`src/rtl/instr_encoder.sv`:
```
// instr_encoder: turns field-level RV32I instruction descriptions into encoded
// 32-bit words. Each emitted word carries its instruction-memory byte address.
// Illegal field combinations are accepted, dropped and counted.
module instr_encoder #(
    parameter logic [31:0] BASE_ADDR = 32'h0,
    parameter int          DEPTH     = 256,
    parameter int          ERR_W     = 8
) (
    input  logic             clk,
    input  logic             rst,
    input  logic             in_valid,
    output logic             in_ready,
    input  logic [3:0]       in_fmt,
    input  logic [2:0]       in_func3,
    input  logic             in_alt,
    input  logic [4:0]       in_rd,
    input  logic [4:0]       in_rs1,
    input  logic [4:0]       in_rs2,
    input  logic [31:0]      in_imm,
    output logic             out_valid,
    input  logic             out_ready,
    output logic [31:0]      out_instr,
    output logic [31:0]      out_addr,
    output logic             err,
    output logic [ERR_W-1:0] err_cnt
);

    localparam int IDX_W   = $clog2(DEPTH);
    localparam int NUM_FMT = 9;

    // Format codes
    localparam logic [3:0] FMT_R      = 4'd0;
    localparam logic [3:0] FMT_IALU   = 4'd1;
    localparam logic [3:0] FMT_LOAD   = 4'd2;
    localparam logic [3:0] FMT_STORE  = 4'd3;
    localparam logic [3:0] FMT_BRANCH = 4'd4;
    localparam logic [3:0] FMT_JAL    = 4'd5;
    localparam logic [3:0] FMT_JALR   = 4'd6;
    localparam logic [3:0] FMT_LUI    = 4'd7;
    localparam logic [3:0] FMT_AUIPC  = 4'd8;

    // Major opcodes
    localparam logic [6:0] OP_R      = 7'b0110011;
    localparam logic [6:0] OP_IALU   = 7'b0010011;
    localparam logic [6:0] OP_LOAD   = 7'b0000011;
    localparam logic [6:0] OP_STORE  = 7'b0100011;
    localparam logic [6:0] OP_BRANCH = 7'b1100011;
    localparam logic [6:0] OP_JAL    = 7'b1101111;
    localparam logic [6:0] OP_JALR   = 7'b1100111;
    localparam logic [6:0] OP_LUI    = 7'b0110111;
    localparam logic [6:0] OP_AUIPC  = 7'b0010111;

    // Registered state
    logic             out_valid_reg, out_valid_next;
    logic [31:0]      out_instr_reg, out_instr_next;
    logic [IDX_W-1:0] idx_reg, idx_next;
    logic             err_reg, err_next;
    logic [ERR_W-1:0] err_cnt_reg, err_cnt_next;

    // Decode / encode intermediates
    logic [NUM_FMT-1:0] fmt_hot;
    logic [NUM_FMT-1:0] fmt_ok;
    logic               legal;
    logic [31:0]        enc_word;
    logic               fits12, fits13, fits21;
    logic               is_shift;
    logic [6:0]         funct7_alt;
    logic               accept;
    logic               out_hs;

    // One-hot decode of the format code; codes 9-15 decode to no bit at all
    for (genvar gi = 0; gi < NUM_FMT; gi++) begin : g_fmt_hot
        assign fmt_hot[gi] = (in_fmt == 4'(gi));
    end

    // Immediate range checks: a value fits signed N bits when bits [31:N-1] all match
    always_comb begin
        fits12     = (in_imm[31:11] == '0) || (in_imm[31:11] == '1);
        fits13     = (in_imm[31:12] == '0) || (in_imm[31:12] == '1);
        fits21     = (in_imm[31:20] == '0) || (in_imm[31:20] == '1);
        is_shift   = (in_func3 == 3'b001) || (in_func3 == 3'b101);
        funct7_alt = in_alt ? 7'b0100000 : 7'b0000000;
    end

    // Per-format legality of the field combination
    always_comb begin
        fmt_ok = '0;
        fmt_ok[FMT_R]      = !in_alt || (in_func3 == 3'b000) || (in_func3 == 3'b101);
        fmt_ok[FMT_IALU]   = is_shift ? ((in_imm[31:5] == '0) && !((in_func3 == 3'b001) && in_alt))
                                      : fits12;
        fmt_ok[FMT_LOAD]   = (in_func3 != 3'b011) && (in_func3 != 3'b110) &&
                             (in_func3 != 3'b111) && fits12;
        fmt_ok[FMT_STORE]  = (in_func3 <= 3'b010) && fits12;
        fmt_ok[FMT_BRANCH] = (in_func3 != 3'b010) && (in_func3 != 3'b011) &&
                             !in_imm[0] && fits13;
        fmt_ok[FMT_JAL]    = !in_imm[0] && fits21;
        fmt_ok[FMT_JALR]   = (in_func3 == 3'b000) && fits12;
        fmt_ok[FMT_LUI]    = (in_imm[11:0] == '0);
        fmt_ok[FMT_AUIPC]  = (in_imm[11:0] == '0);
        legal = |(fmt_hot & fmt_ok);
    end

    // Bit-field assembly of the instruction word for each format
    always_comb begin
        enc_word = '0;
        case (in_fmt)
            FMT_R:      enc_word = {funct7_alt, in_rs2, in_rs1, in_func3, in_rd, OP_R};
            FMT_IALU: begin
                if (is_shift)
                    enc_word = {funct7_alt, in_imm[4:0], in_rs1, in_func3, in_rd, OP_IALU};
                else
                    enc_word = {in_imm[11:0], in_rs1, in_func3, in_rd, OP_IALU};
            end
            FMT_LOAD:   enc_word = {in_imm[11:0], in_rs1, in_func3, in_rd, OP_LOAD};
            FMT_STORE:  enc_word = {in_imm[11:5], in_rs2, in_rs1, in_func3, in_imm[4:0], OP_STORE};
            FMT_BRANCH: enc_word = {in_imm[12], in_imm[10:5], in_rs2, in_rs1, in_func3,
                                    in_imm[4:1], in_imm[11], OP_BRANCH};
            FMT_JAL:    enc_word = {in_imm[20], in_imm[10:1], in_imm[11], in_imm[19:12],
                                    in_rd, OP_JAL};
            FMT_JALR:   enc_word = {in_imm[11:0], in_rs1, in_func3, in_rd, OP_JALR};
            FMT_LUI:    enc_word = {in_imm[31:12], in_rd, OP_LUI};
            FMT_AUIPC:  enc_word = {in_imm[31:12], in_rd, OP_AUIPC};
            default:    enc_word = '0;
        endcase
    end

    // Handshake and next-state: a new legal word may replace one leaving the same cycle
    always_comb begin
        in_ready       = !out_valid_reg || out_ready;
        accept         = in_valid && in_ready;
        out_hs         = out_valid_reg && out_ready;
        out_valid_next = out_valid_reg;
        out_instr_next = out_instr_reg;
        idx_next       = idx_reg;
        err_next       = accept && !legal;
        err_cnt_next   = err_cnt_reg;
        if (out_hs)
            idx_next = idx_reg + 1'b1;
        if (accept && legal) begin
            out_valid_next = 1'b1;
            out_instr_next = enc_word;
        end else if (out_hs) begin
            out_valid_next = 1'b0;
        end
        if (accept && !legal && (err_cnt_reg != '1))
            err_cnt_next = err_cnt_reg + 1'b1;
    end

    // State registers; reset drops any held word and restarts addressing
    always_ff @(posedge clk) begin
        if (rst) begin
            out_valid_reg <= 1'b0;
            out_instr_reg <= '0;
            idx_reg       <= '0;
            err_reg       <= 1'b0;
            err_cnt_reg   <= '0;
        end else begin
            out_valid_reg <= out_valid_next;
            out_instr_reg <= out_instr_next;
            idx_reg       <= idx_next;
            err_reg       <= err_next;
            err_cnt_reg   <= err_cnt_next;
        end
    end

    // Word index wraps naturally at DEPTH (power of two); address is byte-granular
    assign out_valid = out_valid_reg;
    assign out_instr = out_instr_reg;
    assign out_addr  = BASE_ADDR + (32'(idx_reg) << 2);
    assign err       = err_reg;
    assign err_cnt   = err_cnt_reg;

endmodule
```
`config.mk`:
```
export PLATFORM = sky130hd
export DESIGN_NAME = instr_encoder
export DESIGN_NICKNAME = d
export VERILOG_FILES = /design/src/rtl/instr_encoder.sv
export SDC_FILE = /design/constraint.sdc
export NUM_CORES = 1
export LEC_CHECK = 0
export CAP_MARGIN = 10
export CORE_MARGIN = 2
export CORE_UTILIZATION = 44
export CTS_CLUSTER_DIAMETER = 200
export DETAILED_ROUTE_END_ITERATION = 6
export HOLD_SLACK_MARGIN = 0.03
export PLACE_DENSITY = 0.94
export SKIP_CTS_REPAIR_TIMING = 1
export SLEW_MARGIN = 20
export SYNTH_ARGS = -nofsm -noshare
export SYNTH_HDL_FRONTEND = slang
export SYNTH_SLANG_ARGS = --single-unit
```
`constraint.sdc`:
```
create_clock -name clk -period 2.9 [get_ports clk]
set_input_delay 0.725 -clock clk [delete_from_list [all_inputs] [get_ports clk]]
set_output_delay 0.725 -clock clk [all_outputs]
set_load 0.03 [all_outputs]
```
== After elaboration in Yosys (flattened, before gate mapping) ==
Index checks and enable logic that the tools add are counted.
Widths: inputs -> output; s select.
Storage, ports and cells
  bits in registers: 50
  bits of input ports: 59
  output and inout bits: 75
  word-level logic and storage cells: 70
Operators by class
  add/sub/neg operators: 2
  magnitude comparators: 1
  equality and inequality tests: 18
  muxes and demuxes: 6
  bitwise logic cells: 1
  reductions and logical operators: 37
Operators with widths (count)
  $pmux 32 s9: 1
  $mux 32: 1
  $logic_not 27->1: 1
  $logic_not 12->1: 2
  $eq 21x21->1 const B: 1
  $logic_not 21->1: 1
  $eq 20x20->1 const B: 1
  $logic_not 20->1: 1
  $add 8x1->8 const B: 2
  $eq 4x3->1 const B: 4
  $logic_and 1x1->1: 16
  $eq 12x12->1 const B: 1
  $and 9x9->9: 1
  $reduce_or 9->1: 1
  $eq 4x2->1 const B: 2
  $ne 8x8->1 const B: 1
  $logic_or 1x1->1: 7
  $mux 6: 1
  $ne 3x2->1 const B: 2
  $ne 3x3->1 const B: 2
  $logic_not 1->1: 5
  $eq 4x1->1 const B: 1
  $eq 4x4->1 const B: 1
  $logic_not 4->1: 1
  6 further kinds: 8

== Depth between registers and ports, before layout ==
Gate-level depths: netlist of the first run.
  depth in word-level cells: 10
  depth in mapped cells: 10
  gate-level depth less buffers: 7

== Worst setup path before layout of the first run ==
OpenSTA, ideal clock, no wires.
  kind: input to register
  from: input port in_fmt[1]
  to: register out_instr_reg[20], in the netlist out_instr[20]
  setup time: 0.073 ns
  data arrival time: 2.339 ns
  path slack: 0.487 ns
  cell stages on the path: 10
  path through: buf_2 > nor3_2 > o2bb2ai_2 > a32o_1 > a31oi_4 > a31oi_4 > buf_6 > buf_6 > nor2_1 > nor3_2
Between the ends
  longest elaborated chain between the ends: 4
RTL lines
  from (decl): RTL line 13  | input logic [3:0] in_fmt,
  $eq 4x1->1, or another cell as far along: RTL line 73, 106
  $and 9x9->9: RTL line 100  | legal = |(fmt_hot & fmt_ok);
  $reduce_or 9->1: RTL line 100
  $logic_and 1x1->1: RTL line 139  | if (accept && legal) begin
  to (signal assigned): RTL line 159  | out_instr_reg <= out_instr_next;
  to (decl): RTL line 55  | logic [31:0] out_instr_reg, out_instr_next;
Parallel ways exist; a longest one is shown, timed or not.
A chain may end at the register's enable or synchronous reset.

== Final worst setup path of the first run ==
  from: input port in_fmt[1]
  to: register out_instr_reg[24], in the netlist out_instr[24]
The elaborated chain is that of the path after synthesis.

==> results of run 1 <==
-- cell type report --
cell class | count | share of cell area
clock buffer | 5 | 0.01433
clock inverter | 3 | 0.005473
inverter | 5 | 0.003909
multi-input combinational | 323 | 0.4272
sequential | 49 | 0.2043
tap | 99 | 0.02580
timing repair buffer | 164 | 0.3190
-- cell usage in the layout, fill, tap and decap left out, drive strengths merged, types with 2 or more instances in the layout --
master | Yosys | final
nor2b | 21 | 21
xor2 | 5 | 5
ha | 2 | 2
xnor2 | 2 | 2
clkinvlp | 0 | 2
conb | 1 | 24
a221oi | 5 | 5
o221a | 8 | 8
or3 | 3 | 3
mux2i | 12 | 12
clkdlybuf4s50 | 0 | 107
and2 | 3 | 3
a21oi | 29 | 29
inv | 5 | 6
nand2b | 6 | 6
nor3 | 18 | 18
dfxtp | 49 | 49
clkbuf | 15 | 6
and3 | 4 | 4
nor4 | 8 | 8
nand4 | 8 | 8
nor2 | 58 | 58
a31oi | 3 | 3
a211oi | 32 | 32
nand2 | 18 | 18
buf | 40 | 55
o211ai | 2 | 2
nand3 | 9 | 9
a22oi | 13 | 13
o21ai | 6 | 6
mux2 | 6 | 6
-- through the flow --
stage	setup WS [ns]	setup TNS [ns]
floorplan	0.4873	0
global placement	-0.2544	-7.751
detailed placement	-0.3154	-9.623
CTS	-0.03293	-0.03668
global route	-0.09271	-1.079
finish	-0.02506	-0.04082
-- critical path, stage by stage --
cell and delay [ns]:
clkdlybuf4s50_1 0.55, buf_4 0.21, nor3_1 0.37, a21boi_1 0.29
o31ai_2 0.15, a31oi_4 0.26, buf_4 0.17, clkbuf_16 0.18
nor2_1 0.05, a211oi_1 0.18
-- power groups by stage --
stage / clock [mW] / combinational [mW] / sequential [mW]
floorplan: 0 / 0.215 / 0.725
global placement: 0 / 0.398 / 0.705
detailed placement: 0 / 0.411 / 0.706
CTS: 0.433 / 0.412 / 0.690
global route: 0.459 / 0.450 / 0.692
finish: 0.428 / 0.428 / 0.690
-- synthesized netlist by cell type, types with 4 or more instances --
master / n
nand3_1: 7
clkbuf_1: 15
nor2b_1: 21
a21oi_1: 29
a22oi_1: 13
and3_1: 4
nor2_1: 58
o221a_2: 8
a221oi_1: 5
mux2_2: 6
buf_4: 29
a211oi_1: 32
dfxtp_1: 49
xor2_1: 5
o21ai_0: 5
nand4_1: 8
nand2_1: 18
nor3_1: 16
nand2b_1: 6
mux2i_1: 12
buf_2: 5
inv_1: 4
nor4_1: 8
-- logic make-up after synthesis --
group / Yosys count
adders and majority gates: 2
muxes: 18
and+or+nand+nor: 160
DFF: 49
buffers and inverters: 60
xor gates and xnor gates: 7
other: 1
AOI/OAI and AO/OA: 112
-- metal layers --
metal  wire (um)  global-route usage  share of wire  up-vias
li1            -                   -              -     1733
met3         677             0.03339          0.063       37
met2        5510              0.4392           0.51      195
met5           0                   0              0        -
met4         413              0.1051          0.039        0
met1        4123              0.2708           0.38     1714
-- path summary, 6_finish.rpt --
path	endpoint	startpoint	slack, ns
max reg2reg	err_cnt[5]$_SDFFE_PP0P_	err_cnt[0]$_SDFFE_PP0P_	1.11
min	out_instr[16]$_SDFFE_PP0P_	out_instr[16]$_SDFFE_PP0P_	0.50
max	out_instr[24]$_SDFFE_PP0P_	in_fmt[1]	-0.03
min reg2reg	out_instr[16]$_SDFFE_PP0P_	out_instr[16]$_SDFFE_PP0P_	0.50
==> impl_metrics.py, run 1 <==
metrics = {
    "critical_path": {
        "cp-end-kind": "flop",
        "crit_fanout": 22,
        "required_ns": 3.12,
        "worstSetupStartpointType": "primary input",
        "r2r_cells": 6,
        "worst-setup-path-type": "in -> reg",
        "crit_arrival_ns": 3.14,
    },
    "pwr": {
        "pwr-share-seq": 0.446,
        "swShare": 0.3210,
        "p_total_mw": 1.546,
        "p_comb_frac": 0.277,
        "net-switching-power_mw": 0.4964,
        "p_int_mw": 1.050,
        "power_frac_clock": 0.277,
        "ir_drop_mv": 0.2020,
        "leakage_nw": 1.749,
        "p_per_area_nw_per_um2": 322.1,
    },
    "timing": {
        "final_hold_viol_count": 0,
        "max_clock_freq_mhz": 341.9,
        "finalSetupViolCount": 2,
        "rsz0062_at_grt": "yes",
        "maxSlewHeadroom": 0.3213,
        "finalCritPeriodShare": 1.009,
        "timing.final.ws_setup_ns": -0.02506,
        "period_needed_ns": 2.925,
        "skew_ns": 0.008036,
        "worst_pin_slew_ns": 1.018,
        "holdWs_ns": 0.5012,
        "slew_violations": 0,
    },
    "routing": {
        "routed-via-count": 3679,
        "remaining_drc_errors": 0,
        "drt-pass1-iter-count": 5,
        "vias_per_cell": 5.677,
        "detail-route-antenna-nets": 0,
        "wl_per_cell_um": 16.55,
        "drtIter0Drc": 324,
        "routed_wirelength_um": 10720,
    },
    "run_status": {
        "violations": "negative setup slack",
        "status": "finished with violations",
    },
    "layout": {
        "largest_reg_flops": 31,
        "finalNetCount": 609,
        "postLayoutCoreUtil": 0.6655,
        "final_cells": 648,
        "fillers": 598,
        "multi_input_area_um2": 2051,
        "area_growth_pct": 46.45,
        "drive_gt1_frac": 0.1730,
        "fin_area_um2": 4801,
        "n_antenna_cell": 0,
        "area.sequential_um2": 980.9,
    },
    "synth": {
        "synth_mux_area_frac": 0.05725,
        "synth-simple-area-share": 0.2447,
        "yosysWarnings": 0,
        "synth_top_cell_by_area": "dfxtp_1",
        "synthAdderAreaFrac": 0.007634,
        "netlist_area_um2": 3278,
        "synth_area_leaders": "dfxtp_1, a211oi_1, buf_4, nor2_1, a21oi_1",
        "synth_top_family_by_area": "compound AO/OA/AOI/OAI gates",
        "synth_enable_flop_cells": 0,
        "synth-xor-area-share": 0.01870,
        "yosys.area.top_type_share": 0.2992,
        "ys_types": 56,
        "ys_seq_area_frac": 0.2992,
        "postSynth.asyncResetShare": 0,
        "synth-compound-area-share": 0.2607,
        "synth_ff_type": "dfxtp_1",
        "avgSynthCellArea_um2": 8.015,
        "synth-seq-cells": 49,
        "syn_inst": 409,
    },
    "clocking": {
        "htreeDepth": 2,
        "cts_buffers": 5,
        "cts_root_buffer": "clkbuf_8",
        "clk_latency_ns": 0.31,
        "clock-sinks": 49,
        "cts_max_path_buffers": 2,
        "cts_tree": "built",
        "clkTransAtPathRegs_ns": 0.09,
    },
    "hold_path": {
        "min_path_cells": 2,
        "holdCritPathClass": "reg -> reg",
    },
    "floorplanning": {
        "core_area_um2": 7214,
        "die_x_um": 90.32,
        "ioPinCount": 134,
        "die-area_um2": 8157,
        "die_h_um": 90.32,
        "num_rows": 31,
        "start_util": 0.4544,
    },
    "place": {
        "place_inst": 637,
        "portBuffers": 109,
        "place_congestion": 1.003,
        "hpwl_um": 7915,
        "placed_area_um2": 4633,
    },
    "flow_run": {
        "drv_cap": 0,
    },
    "global_routing": {
        "antenna_found_initial": 0,
        "grt_remaining_overflow": 0,
        "grt_pass1_vias": 3499,
        "grt_pass1_wl_um": 16100,
        "grt_max_degree": 57,
        "grt_usage": 0.2377,
    },
}
No activity file was read; power rests on OpenSTA's default activity.
==> run 2, diff against run 1 <==
--- a/config.mk
+++ b/config.mk
@@ -12,6 +12,7 @@
 export DETAILED_ROUTE_END_ITERATION = 6
 export HOLD_SLACK_MARGIN = 0.03
 export PLACE_DENSITY = 0.94
+export SETUP_SLACK_MARGIN = 0.02
 export SKIP_CTS_REPAIR_TIMING = 1
 export SLEW_MARGIN = 20
 export SYNTH_ARGS = -nofsm -noshare
==> run 2 against run 1 <==
The run still ends with negative setup slack left. Non-clock buffer count unchanged. Sequential power about the same. Critical path depth unchanged. First-iteration DRC count up 22%. Sequential cell count unchanged. Critical endpoint unchanged. Highest routed layer unchanged.
==> impl_metrics.py, run 2 (same netlist as run 1, synthesis figures left out) <==
metrics = {
    "layout": {
        "drive_gt1_frac": 0.1749,
        "fillers": 597,
        "final_cell_mix": "clkdlybuf4s50_1, nor2_1, buf_4",
        "area.sequential_um2": 980.9,
        "final_cells": 648,
        "postLayoutCoreUtil": 0.6665,
        "finalNetCount": 609,
        "largest_reg_flops": 31,
        "area_growth_pct": 46.68,
        "n_antenna_cell": 0,
        "multi_input_area_um2": 2054,
        "mostFrequentLayoutCell": "clkdlybuf4s50_1",
    },
    "place": {
        "place_inst": 637,
        "place_congestion": 1.003,
        "hpwl_um": 7915,
        "portBuffers": 109,
    },
    "clocking": {
        "clk_latency_ns": 0.30,
        "clkTransAtPathRegs_ns": 0.10,
        "clock-sinks": 49,
        "htreeDepth": 2,
        "cts_tree": "built",
        "cts_max_path_buffers": 2,
        "cts_root_buffer": "clkbuf_8",
        "cts_buffers": 5,
    },
    "critical_path": {
        "r2r_cells": 6,
        "required_ns": 3.12,
        "r2r_slack_ns": 1.10,
        "worstSetupStartpointType": "primary input",
        "crit_fanout": 22,
        "r2r_end": "err_cnt[5]$_SDFFE_PP0P_",
        "cp-end-kind": "flop",
        "crit_arrival_ns": 3.16,
        "worst-setup-path-type": "in -> reg",
        "rr_startpoint": "err_cnt[0]$_SDFFE_PP0P_",
    },
    "timing": {
        "period_needed_ns": 2.947,
        "maxSlewHeadroom": 0.3312,
        "worst_pin_slew_ns": 1.003,
        "skew_ns": 0.006625,
        "final_hold_viol_count": 0,
        "rsz0062_at_grt": "yes",
        "finalCritPeriodShare": 1.016,
        "slew_violations": 0,
        "timing.final.ws_setup_ns": -0.04703,
        "setup_tns_ns": -0.1408,
        "max_clock_freq_mhz": 339.3,
        "finalSetupViolCount": 7,
        "holdWs_ns": 0.5018,
    },
    "run_status": {
        "status": "finished with violations",
        "violations": "negative setup slack",
    },
    "routing": {
        "top_layer_used": "met4",
        "route.met3.wl_um": 769,
        "vias_per_cell": 5.769,
        "remaining_drc_errors": 0,
        "routed-wl-met2_um": 5516,
        "drt-pass1-iter-count": 5,
        "drtIter0Drc": 396,
        "routed_wirelength_um": 10810,
        "routed-via-count": 3738,
        "detail-route-antenna-nets": 0,
        "wl_per_cell_um": 16.69,
        "wl_met1_um": 4107,
    },
    "floorplanning": {
        "die-area_um2": 8157,
        "start_util": 0.4544,
        "num_rows": 31,
        "ioPinCount": 134,
        "core_area_um2": 7214,
        "die_x_um": 90.32,
        "die_h_um": 90.32,
    },
    "global_routing": {
        "grt_remaining_overflow": 0,
        "grt_max_degree": 57,
        "grt_pass1_wl_um": 16100,
        "grt_usage": 0.2377,
        "grt_pass1_vias": 3499,
        "antenna_found_initial": 0,
    },
    "pwr": {
        "ir_drop_mv": 0.2016,
        "p_total_mw": 1.546,
        "leakage_nw": 1.751,
        "p_per_area_nw_per_um2": 321.5,
    },
    "hold_path": {
        "hold_path_end": "out_instr[16]$_SDFFE_PP0P_",
        "min_path_cells": 2,
        "hp-start": "out_instr[16]$_SDFFE_PP0P_",
        "holdCritPathClass": "reg -> reg",
    },
    "flow_run": {
        "drv_cap": 0,
    },
}
run 2: worst max path at each step:
stage | cells past startpoint | endpoint | start
floorplan | 10 | out_instr[20]$_SDFFE_PP0P_ | in_fmt[1]
global placement | 10 | out_instr[20]$_SDFFE_PP0P_ | in_imm[10]
detailed placement | 10 | out_instr[3]$_SDFFE_PP0P_ | in_imm[9]
CTS | 10 | out_instr[6]$_SDFFE_PP0P_ | in_imm[9]
global route | 9 | out_instr[6]$_SDFFE_PP0P_ | in_fmt[1]
finish | 10 | out_instr[24]$_SDFFE_PP0P_ | in_fmt[1]
run 2: cell type report:
cell class,count,area share
Clock buffer,5,0.01431
Clock inverter,3,0.005464
Inverter,5,0.003903
Multi-Input combinational cell,323,0.4273
Sequential cell,49,0.2040
Tap cell,99,0.02576
Timing Repair Buffer,164,0.3193
run 2: critical path: stages:
cell,delay [ns]
clkdlybuf4s50_1,0.55
buf_4,0.21
nor3_1,0.37
a21boi_1,0.29
o31ai_2,0.16
a31oi_4,0.27
buf_4,0.17
clkbuf_16,0.18
nor2_1,0.05
a211oi_1,0.18
run 2: where the power goes:
group	total [mW]	switching, mW	internal, mW	leakage (nW)
Sequential	0.691	0.00772	0.683	0.396
Clock	0.427	0.251	0.176	0.0423
Combinational	0.429	0.237	0.191	1.31
run 2: metal layers:
metal	GRT usage	vias up
met1	0.2708	1743
li1	-	1734
met3	0.03339	44
met5	0	-
met2	0.4392	217
met4	0.1051	0
run 2: stage by stage:
step	setup slack [ns]	instance area, um2
6_report	-0.04703	4808
5_1_grt	-0.1125	4808
4_1_cts	-0.03293	4728
3_5_place_dp	-0.3154	4633
3_3_place_gp	-0.2544	4633
2_1_floorplan	0.4873	3364
==> patch, RTL diff (config.mk and constraints of run 1) <==
Take the reset off `out_instr_reg` and load it in a clocked block of its own.
--- a/src/rtl/instr_encoder.sv
+++ b/src/rtl/instr_encoder.sv
@@ -152,3 +152,2 @@
             out_valid_reg <= 1'b0;
-            out_instr_reg <= '0;
             idx_reg       <= '0;
@@ -158,3 +157,2 @@
             out_valid_reg <= out_valid_next;
-            out_instr_reg <= out_instr_next;
             idx_reg       <= idx_next;
@@ -163,2 +161,6 @@
         end
+    end
+
+    always_ff @(posedge clk) begin
+        out_instr_reg <= out_instr_next;
     end
Behaviour: not the same (a bounded check fails within 4 cycles, from zero or initial values and one cycle with rst high).
==> patch against run 1 <==
The flow finishes with violations (DRC). Synthesized area decreased by 4.2%. Synthesized cell count decreased by 14%. Sequential share of layout area increased by 7.4 points. Worst setup slack improved by 0.098 ns. Total power increased by 6.7%. Final area decreased by 3.3%. Maximum frequency increased by 3.5%. Routed wire length decreased by 4.6%. Sequential cell count unchanged. Critical path type is now input port to output port. Largest power group unchanged.
==> patch: results (changes against run 1) <==
status:
  status: "complete, but fails checks"
  violations: "DRC"
global_route:
  grt_first_pass_wirelength_um: 15700  # -2.7%
  grt_use_met2_pct: 45.1  # +1.2 points
  grt_pass1_vias: 3280  # -6.3%
  use_met1_pct: 30.6  # +3.5 points
  grt_usage_pct: 25.6  # +1.8 points
  grt_use_met3_pct: 4.76  # +1.4 points
  grt_max_degree: 21  # -63%
worst_setup_path:
  crit_start: "out_ready"
  r2r_slack_ns: 1.04  # -0.07 ns
  critical-path-max-stage-delay_ns: 0.67  # +0.12 ns
  crit_fanout: 5  # -77%
  worst_ep_arrival_time_ns: 2.10  # -1.04 ns
  crit_end: "in_ready"
routing:
  met3_length_um: 1080  # +60%
  wl_met2_um: 5050  # -8.3%
  first_iter_violations: 378  # +17%
  drcViolationCount: 1  # +1
  vias: 3460  # -6.0%
  firstDrtPassIters: 7  # +2
  wirelength_um: 10200  # -4.6%
cells_and_area:
  drive_gt1_share_pct: 12.6  # -4.7 points
synthesis:
  synthTopCellsByArea: "edfxtp_1 30%, dfxtp_1 11%, buf_4 6.0%"
  yosys-top-cells-count: "31 x edfxtp_1, 30 x a21oi_1, 30 x nor2_1"
  avgSynthCellArea_um2: 8.94  # +12%
  synth-edff-count: 31  # +31
  ys_types: 54  # -3.6%
  ys_seq_area_share_pct: 41.1  # +11 points
sta:
  clock_skew_ns: 0.00536  # -0.00268 ns
  worst_pin_slew_ns: 0.724  # -0.294 ns
  finalCritPeriodShare_pct: 97.5  # -3.4 points
placement:
  place_area_mm2: 0.00453  # -2.3%
  place_hpwl_um: 7780  # -1.7%
power:
  peakVddDrop_uv: 184  # -8.7%
  p_int_uw: 1170  # +11%
==> patch: changes by cell type after synthesis, sizes merged, moves of 9 or more <==
cell	before	now
a211oi	32	0
dfxtp	49	18
nand2	18	29
nor3	18	9
a22o	1	10
edfxtp	0	31
nor2	58	30
==> patch: worst register-to-register path, cell delays in order, from the launching register on <==
cell     delay [ns]
dfxtp_1        0.37
ha_1           0.26
and3_1         0.22
nand3_1        0.12
nand2_1        0.18
nor3_1         0.27
mux2_1         0.34
==> patch: cell type report <==
cell class	count	area [um2]
Timing Repair Buffer	156	1470
Clock buffer	6	93.8
Tap cell	96	120
Multi-Input combinational cell	270	1620
Sequential cell	49	1290
Clock inverter	2	13.8
Fill cell	508	2190
Inverter	9	33.8
==> patch: worst min path at each step <==
stage	start	endpoint	slack [ns]	cells past startpoint
global route	idx_reg[1]	idx_reg[1]	0.53	2
global placement	idx_reg[1]	idx_reg[1]	0.48	2
floorplan	idx_reg[1]	idx_reg[1]	0.60	2
detailed placement	idx_reg[1]	idx_reg[1]	0.49	2
CTS	idx_reg[1]	idx_reg[1]	0.50	2
finish	idx_reg[1]	idx_reg[1]	0.50	2
==> patch: logic make-up (layout without fill, tap and decap cells) <==
group	Yosys count	count (layout)	synth area share [%]
mux	8	8	2.67
simple gates	134	134	22.0
buf+inv	55	173	10.2
compound gates	94	94	20.8
flops	49	49	41.1
fa+ha+maj	2	2	0.797
other cells	1	24	0.119
xor+xnor	8	8	2.23
==> patch: power by group through the flow <==
stage          clock network [uW]  registers [uW]  logic [uW]
2_1_floorplan                   0             799         209
3_3_place_gp                    0             777         395
3_5_place_dp                    0             778         409
4_1_cts                       470             762         413
5_1_grt                       497             763         446
6_report                      465             762         423
